## src/rtl/sar_seq_ctrl_if.sv

```systemverilog
// -----------------------------------------------------------------------------
// sar_seq_ctrl_if
//   Bundle of control, comparator and result signals between the SAR sequencer
//   and its environment (analog front end model / consumer of the result).
//
//   Parameter:
//     NBITS    result / DAC word width
//
//   Signals (direction as seen by the sequencer, modport slave):
//     VENABLE  in   1 = advance, 0 = freeze all sequencer state
//     VSTART   in   conversion start request (accepted only in IDLE)
//     VCOMP    in   comparator decision, 1 = Vin >= Vdac
//     VSAMPLE  out  track/hold switch control
//     VBUSY    out  conversion in progress (SAMPLE or TRIAL)
//     VDAC     out  trial word for the capacitor DAC
//     DOUT     out  last completed result
//     VDONE    out  one-enabled-cycle completion pulse
//     VBIT     out  most recent bit decision
//     VBITVAL  out  one-enabled-cycle pulse after each decision
//
//   Modports:
//     master  environment side (drives VENABLE/VSTART/VCOMP)
//     slave   sequencer side
// -----------------------------------------------------------------------------
interface sar_seq_ctrl_if #(
  parameter int NBITS = 8
);

  logic             VENABLE;
  logic             VSTART;
  logic             VCOMP;
  logic             VSAMPLE;
  logic             VBUSY;
  logic [NBITS-1:0] VDAC;
  logic [NBITS-1:0] DOUT;
  logic             VDONE;
  logic             VBIT;
  logic             VBITVAL;

  modport master (
    output VENABLE, VSTART, VCOMP,
    input  VSAMPLE, VBUSY, VDAC, DOUT, VDONE, VBIT, VBITVAL
  );

  modport slave (
    input  VENABLE, VSTART, VCOMP,
    output VSAMPLE, VBUSY, VDAC, DOUT, VDONE, VBIT, VBITVAL
  );

endinterface

```

## src/rtl/sar_seq_ctrl.sv

```systemverilog
// -----------------------------------------------------------------------------
// sar_seq_ctrl
//   Successive-approximation sequencer. Samples the input for SAMPLE_CYC
//   cycles, then resolves NBITS bits MSB-first, giving each trial SETTLE
//   cycles of DAC settling and taking the comparator decision on the last
//   one. Produces the parallel result plus a per-bit serial decision stream.
//
//   Parameters:
//     NBITS       result width (2..16)
//     SAMPLE_CYC  cycles spent with the track/hold switch closed (>=1)
//     SETTLE      cycles per bit trial (>=1)
//
//   Ports:
//     CLK     clock, all state changes on the rising edge
//     VRESET  synchronous active-high reset, dominates every other input
//     bus     sar_seq_ctrl_if.slave (enable, start, comparator in; DAC word,
//             result, status and bit-stream out)
// -----------------------------------------------------------------------------
module sar_seq_ctrl #(
  parameter int NBITS      = 8,
  parameter int SAMPLE_CYC = 2,
  parameter int SETTLE     = 1
) (
  input  logic          CLK,
  input  logic          VRESET,
  sar_seq_ctrl_if.slave bus
);

  localparam int IDXW = $clog2(NBITS);
  localparam int SCW  = (SAMPLE_CYC > 1) ? $clog2(SAMPLE_CYC) : 1;
  localparam int STW  = (SETTLE > 1) ? $clog2(SETTLE) : 1;

  localparam logic [IDXW-1:0]  IDX_MSB     = IDXW'(NBITS - 1);
  localparam logic [SCW-1:0]   SAMPLE_LAST = SCW'(SAMPLE_CYC - 1);
  localparam logic [STW-1:0]   SETTLE_LAST = STW'(SETTLE - 1);
  localparam logic [NBITS-1:0] MSB_ONE     = {1'b1, {(NBITS-1){1'b0}}};

  typedef enum logic [1:0] {
    IDLE,
    SAMPLE,
    TRIAL,
    DONE
  } state_t;

  state_t           state;
  logic [NBITS-1:0] work;
  logic [IDXW-1:0]  bit_idx;
  logic [SCW-1:0]   sample_cnt;
  logic [STW-1:0]   settle_cnt;

  logic             vsample_q;
  logic             vbusy_q;
  logic [NBITS-1:0] vdac_q;
  logic [NBITS-1:0] dout_q;
  logic             vdone_q;
  logic             vbit_q;
  logic             vbitval_q;

  logic [NBITS-1:0] decided;
  logic [NBITS-1:0] next_trial;

  // Working register with the current trial bit resolved by the comparator,
  // and the DAC word for the following trial (next lower bit forced to 1).
  // Bits below the current index are always still zero in the working register.
  always_comb begin
    decided          = work;
    decided[bit_idx] = bus.VCOMP;
    next_trial       = decided;
    if (bit_idx != '0) begin
      next_trial[bit_idx - IDXW'(1)] = 1'b1;
    end
  end

  // Single sequencer process. All outputs are registered and updated together
  // with the state, so they change only on enabled edges. The one-cycle pulses
  // are cleared only on enabled edges, which stretches them across a pause
  // instead of losing them.
  always_ff @(posedge CLK) begin
    if (VRESET) begin
      state      <= IDLE;
      work       <= '0;
      bit_idx    <= '0;
      sample_cnt <= '0;
      settle_cnt <= '0;
      vsample_q  <= 1'b0;
      vbusy_q    <= 1'b0;
      vdac_q     <= '0;
      dout_q     <= '0;
      vdone_q    <= 1'b0;
      vbit_q     <= 1'b0;
      vbitval_q  <= 1'b0;
    end else if (bus.VENABLE) begin
      vdone_q   <= 1'b0;
      vbitval_q <= 1'b0;
      case (state)
        IDLE: begin
          if (bus.VSTART) begin
            state      <= SAMPLE;
            sample_cnt <= '0;
            work       <= '0;
            vsample_q  <= 1'b1;
            vbusy_q    <= 1'b1;
            vdac_q     <= '0;
          end
        end
        SAMPLE: begin
          if (sample_cnt == SAMPLE_LAST) begin
            state      <= TRIAL;
            bit_idx    <= IDX_MSB;
            settle_cnt <= '0;
            vsample_q  <= 1'b0;
            vdac_q     <= MSB_ONE;
          end else begin
            sample_cnt <= sample_cnt + SCW'(1);
          end
        end
        TRIAL: begin
          if (settle_cnt == SETTLE_LAST) begin
            work      <= decided;
            vbit_q    <= bus.VCOMP;
            vbitval_q <= 1'b1;
            if (bit_idx == '0) begin
              state   <= DONE;
              dout_q  <= decided;
              vdac_q  <= decided;
              vdone_q <= 1'b1;
              vbusy_q <= 1'b0;
            end else begin
              bit_idx    <= bit_idx - IDXW'(1);
              settle_cnt <= '0;
              vdac_q     <= next_trial;
            end
          end else begin
            settle_cnt <= settle_cnt + STW'(1);
          end
        end
        DONE: begin
          state  <= IDLE;
          vdac_q <= '0;
        end
        default: begin
          state <= IDLE;
        end
      endcase
    end
  end

  assign bus.VSAMPLE = vsample_q;
  assign bus.VBUSY   = vbusy_q;
  assign bus.VDAC    = vdac_q;
  assign bus.DOUT    = dout_q;
  assign bus.VDONE   = vdone_q;
  assign bus.VBIT    = vbit_q;
  assign bus.VBITVAL = vbitval_q;

endmodule
```

## src/flat_wrapper.sv

```systemverilog
// flat-port wrapper written by rule: the top's interface ports become plain ports
module sar_seq_ctrl_flat 
#(
  parameter int NBITS      = 8,
  parameter int SAMPLE_CYC = 2,
  parameter int SETTLE     = 1
)
  (CLK, VRESET, bus_VENABLE, bus_VSTART, bus_VCOMP, bus_VSAMPLE, bus_VBUSY, bus_VDAC, bus_DOUT, bus_VDONE, bus_VBIT, bus_VBITVAL);
  sar_seq_ctrl_if #(.NBITS(NBITS)) bus_i ();
  input  logic CLK;
  input  logic VRESET;
  input wire logic [$bits(bus_i.VENABLE)-1:0] bus_VENABLE;
  input wire logic [$bits(bus_i.VSTART)-1:0] bus_VSTART;
  input wire logic [$bits(bus_i.VCOMP)-1:0] bus_VCOMP;
  output wire logic [$bits(bus_i.VSAMPLE)-1:0] bus_VSAMPLE;
  output wire logic [$bits(bus_i.VBUSY)-1:0] bus_VBUSY;
  output wire logic [$bits(bus_i.VDAC)-1:0] bus_VDAC;
  output wire logic [$bits(bus_i.DOUT)-1:0] bus_DOUT;
  output wire logic [$bits(bus_i.VDONE)-1:0] bus_VDONE;
  output wire logic [$bits(bus_i.VBIT)-1:0] bus_VBIT;
  output wire logic [$bits(bus_i.VBITVAL)-1:0] bus_VBITVAL;
  assign bus_i.VENABLE = bus_VENABLE;
  assign bus_i.VSTART = bus_VSTART;
  assign bus_i.VCOMP = bus_VCOMP;
  assign bus_VSAMPLE = bus_i.VSAMPLE;
  assign bus_VBUSY = bus_i.VBUSY;
  assign bus_VDAC = bus_i.VDAC;
  assign bus_DOUT = bus_i.DOUT;
  assign bus_VDONE = bus_i.VDONE;
  assign bus_VBIT = bus_i.VBIT;
  assign bus_VBITVAL = bus_i.VBITVAL;
  sar_seq_ctrl #(.NBITS(NBITS), .SAMPLE_CYC(SAMPLE_CYC), .SETTLE(SETTLE)) u_core (.CLK(CLK), .VRESET(VRESET), .bus(bus_i));
endmodule
```

## config.mk

```make
export PLATFORM = sky130hd
export DESIGN_NAME = sar_seq_ctrl_flat
export DESIGN_NICKNAME = d
export VERILOG_FILES = /design/src/rtl/sar_seq_ctrl_if.sv /design/src/rtl/sar_seq_ctrl.sv /design/src/flat_wrapper.sv
export SDC_FILE = /design/constraint.sdc
export NUM_CORES = 1
export LEC_CHECK = 0
export BUFFER_PORTS_ARGS = -buffer_cell sky130_fd_sc_hd__clkbuf_2
export CAP_MARGIN = 40
export CORE_ASPECT_RATIO = 0.8
export CORE_UTILIZATION = 50
export DETAILED_ROUTE_END_ITERATION = 8
export PLACE_DENSITY_LB_ADDON = 0.3
export SYNTH_ARGS = -nofsm -noshare
export SYNTH_HDL_FRONTEND = slang
export SYNTH_SLANG_ARGS = --single-unit
```

## constraint.sdc

```tcl
create_clock -name CLK -period 4.83 [get_ports CLK]
set_input_delay 0 -clock CLK [delete_from_list [all_inputs] [get_ports CLK]]
set_output_delay 0 -clock CLK [all_outputs]
set_load 0.01 [all_outputs]
```

==> impl_metrics.json <==
{
  "antenna_found_initial": 0,
  "count_of_different_cell_masters_after_synthesis": 36,
  "power.total_uw": 623,
  "rows": 18,
  "aggregate_global_route_resource_usage": 0.212,
  "drt-pass1-iter-count": 4,
  "post_route_worst_hold_slack_ns": 0.0991,
  "startpoint_type": "register",
  "areal_power_density_over_the_cells_nw_per_um2": 335,
  "dominantRegCellSynth": "dfxtp_1",
  "initial_utilization": 0.537,
  "detail_route.wirelength_mm": 3.53,
  "placed_cell_area_um2": 1780,
  "hold_start": "bus_VCOMP",
  "fp.dieW_um": 67.1,
  "syn_inst": 188,
  "cts-buffers-inserted": 5,
  "timing.critical_path.fanout_max": 15,
  "max_slew_margin": 0.593,
  "final_layout_size_suffix_gt1_frac": 0.177,
  "unrepaired_setup_endpoints_after_global_routing": "false",
  "synthesis.area_um2": 1690,
  "layout_worst_path_cycle_share": 0.418,
  "clk_transition_reported_paths_ns": 0.08,
  "antenna_left": 0,
  "timing_max_transition_violations_final": 0,
  "place.port_buffers": 25,
  "fp.dieH_um": 54.0,
  "worst_ep_required_time_ns": 5.02,
  "crit_end_element": "register",
  "fin_util": 0.590,
  "post_cts_resize_count": 0,
  "detail_route.iter0.violations": 84,
  "status": "completed",
  "number_of_enable_flip_flop_cells_after_synthesis": 0,
  "critical_path_arrival_ns": 2.20,
  "yosys_register_bits": 35,
  "r2r_start": "u_core.bit_idx[0]",
  "overflow_left_after_global_routing": 0,
  "first_global_vias": 1149,
  "design.portCount": 26,
  "critPathKind": "reg -> reg",
  "final-setup-viol-count": 0,
  "power_leakage_uw": 0.000746,
  "clk_latency_ns": 0.29,
  "fin_nets": 219,
  "period_minus_slack_ns": 2.02,
  "cts_num_sinks": 35,
  "fmax_achieved_mhz": 496,
  "post-dp-hpwl_mm": 2.53,
  "synth-warning-count": 0,
  "route.detailed.wl_per_inst_um": 14.2,
  "async_flop_share": 0,
  "clk_root_buffer_cell": "clkbuf_8",
  "post-route-cell-area_um2": 1860,
  "drcViolationCount": 0,
  "vias": 1375,
  "timing.final.hold_violations": 0,
  "grt_start_max_net_pins": 31,
  "syn_nets": 199,
  "cts_max_level": 2,
  "postCtsHoldBufs": 0,
  "core-area_um2": 3150,
  "seq_total_area_yosys": 0.414,
  "first_pass_grt_wire_length_mm": 5.47,
  "syn_area_per_cell_um2": 9.00,
  "place.gp.congestion": 0.863,
  "post_cts_buffers": 0,
  "cts_max_path_buffers": 2,
  "ir_worst_vdd_uv": 203,
  "insertedDiodeCount": 0,
  "tritoncts": "built",
  "max_cap_violations": 0,
  "setup_total_negative_slack_ns": 0,
  "worst_hold_path_type": "in -> reg",
  "worst-slew-pin-transition_ns": 0.610,
  "startpoint": "u_core.bit_idx[0]",
  "area_growth_syn_to_layout_pct": 9.98,
  "clock-skew-final_ns": 0.00995,
  "floorplan.die_area_um2": 3620,
  "drt-vias-per-instance": 5.52
}
[metrics by stage]
| step | cells | setup WS, ns |
|---|---|---|
| after global routing | 249 | 2.64 |
| after floorplan | 188 | 3.12 |
| after global placement | 241 | 2.94 |
| after CTS | 249 | 2.83 |
| after detailed placement | 241 | 2.85 |
| final | 249 | 2.81 |
[area by class of cell]
cell class | count | area (µm²)
Tap cell | 40 | 50.0
Inverter | 9 | 33.8
Clock buffer | 5 | 68.8
Clock inverter | 3 | 15.0
Multi-Input combinational cell | 132 | 868
Sequential cell | 35 | 701
Timing Repair Buffer | 25 | 125
Fill cell | 311 | 1290
[logic make-up (layout without fill, tap and decap cells)]
family | count (synthesis) | after routing | synth area share
compound gates | 51 | 51 | 0.198
fa+ha+maj | 6 | 6 | 0.0443
buf+inv | 21 | 42 | 0.0732
flops | 35 | 35 | 0.414
mux | 11 | 11 | 0.0658
simple gates | 64 | 64 | 0.205
[registers in the layout (all words and copies together) (netlist names)]
signal and count:
u_core.bit_idx 3, u_core.bus.VDONE 1, u_core.bus.VBITVAL 1, u_core.bus.VSAMPLE 1
u_core.bus.VBIT 1, u_core.bus.VBUSY 1, u_core.bus.DOUT 8, u_core.sample_cnt 1
u_core.bus.VDAC 8, u_core.state 2, u_core.work 8
[layout by cell type (no fill, tap or decap), types with 2 or more instances in the layout]
cell	instances
a21oi_1	19
nor2_1	16
clkbuf_2	25
inv_1	9
clkinv_2	3
nand3b_1	4
nand3_1	5
ha_1	6
nand2_1	14
clkbuf_8	5
o31ai_1	2
mux2i_1	10
dfxtp_1	35
nor3b_1	5
a22o_1	7
nor3_1	3
nand2b_1	11
o21ai_1	2
a211oi_1	10
o21ai_0	4
[final timing paths]
kind         depth (start not counted)  slack [ns]                 to
max                                  6        2.81  u_core.bit_idx[2]
min                                  3         0.1    u_core.bus.VBIT
max reg2reg                          6        2.81  u_core.bit_idx[2]
min reg2reg                          2        0.45     u_core.work[7]
[critical path, stage by stage, from the launching register on]
cell and delay [ns]:
dfxtp_1 0.60, inv_1 0.15, ha_1 0.27, nor2b_2 0.19
nor3b_1 0.40, a21boi_1 0.13, o21a_1 0.18
[cell usage after synthesis (2+ instances only)]
cell / count / share of area
buf_2: 2 / 0.0059
o21ai_0: 4 / 0.012
nand3b_1: 4 / 0.018
mux2i_1: 10 / 0.059
nor3_1: 3 / 0.0089
inv_1: 9 / 0.020
o31ai_1: 2 / 0.0089
a21oi_1: 19 / 0.056
a22o_1: 7 / 0.036
nor3b_1: 5 / 0.022
nand3_1: 5 / 0.015
dfxtp_1: 35 / 0.41
nor2_1: 16 / 0.035
a211oi_1: 10 / 0.044
nand2_1: 14 / 0.031
buf_6: 2 / 0.013
buf_4: 3 / 0.013
ha_1: 6 / 0.044
nand2b_1: 11 / 0.041
clkbuf_1: 4 / 0.0089
o21ai_1: 2 / 0.0059
[routing by layer]
metal / global-route usage / part of all wire / vias to the layer above
li1: - / - / 706
met1: 0.294 / 0.51 / 624
met2: 0.302 / 0.42 / 38
met3: 0.0593 / 0.052 / 7
met4: 0.0957 / 0.017 / 0
met5: 0 / 0 / -
[power breakdown]
group | switching (µW) | internal (µW) | total [µW]
sequential | 12.9 | 299 | 312
combinational | 62.7 | 42.6 | 105
clock | 107 | 98.6 | 206
total | 183 | 440 | 623
Power figures use the tool's default switching activity.
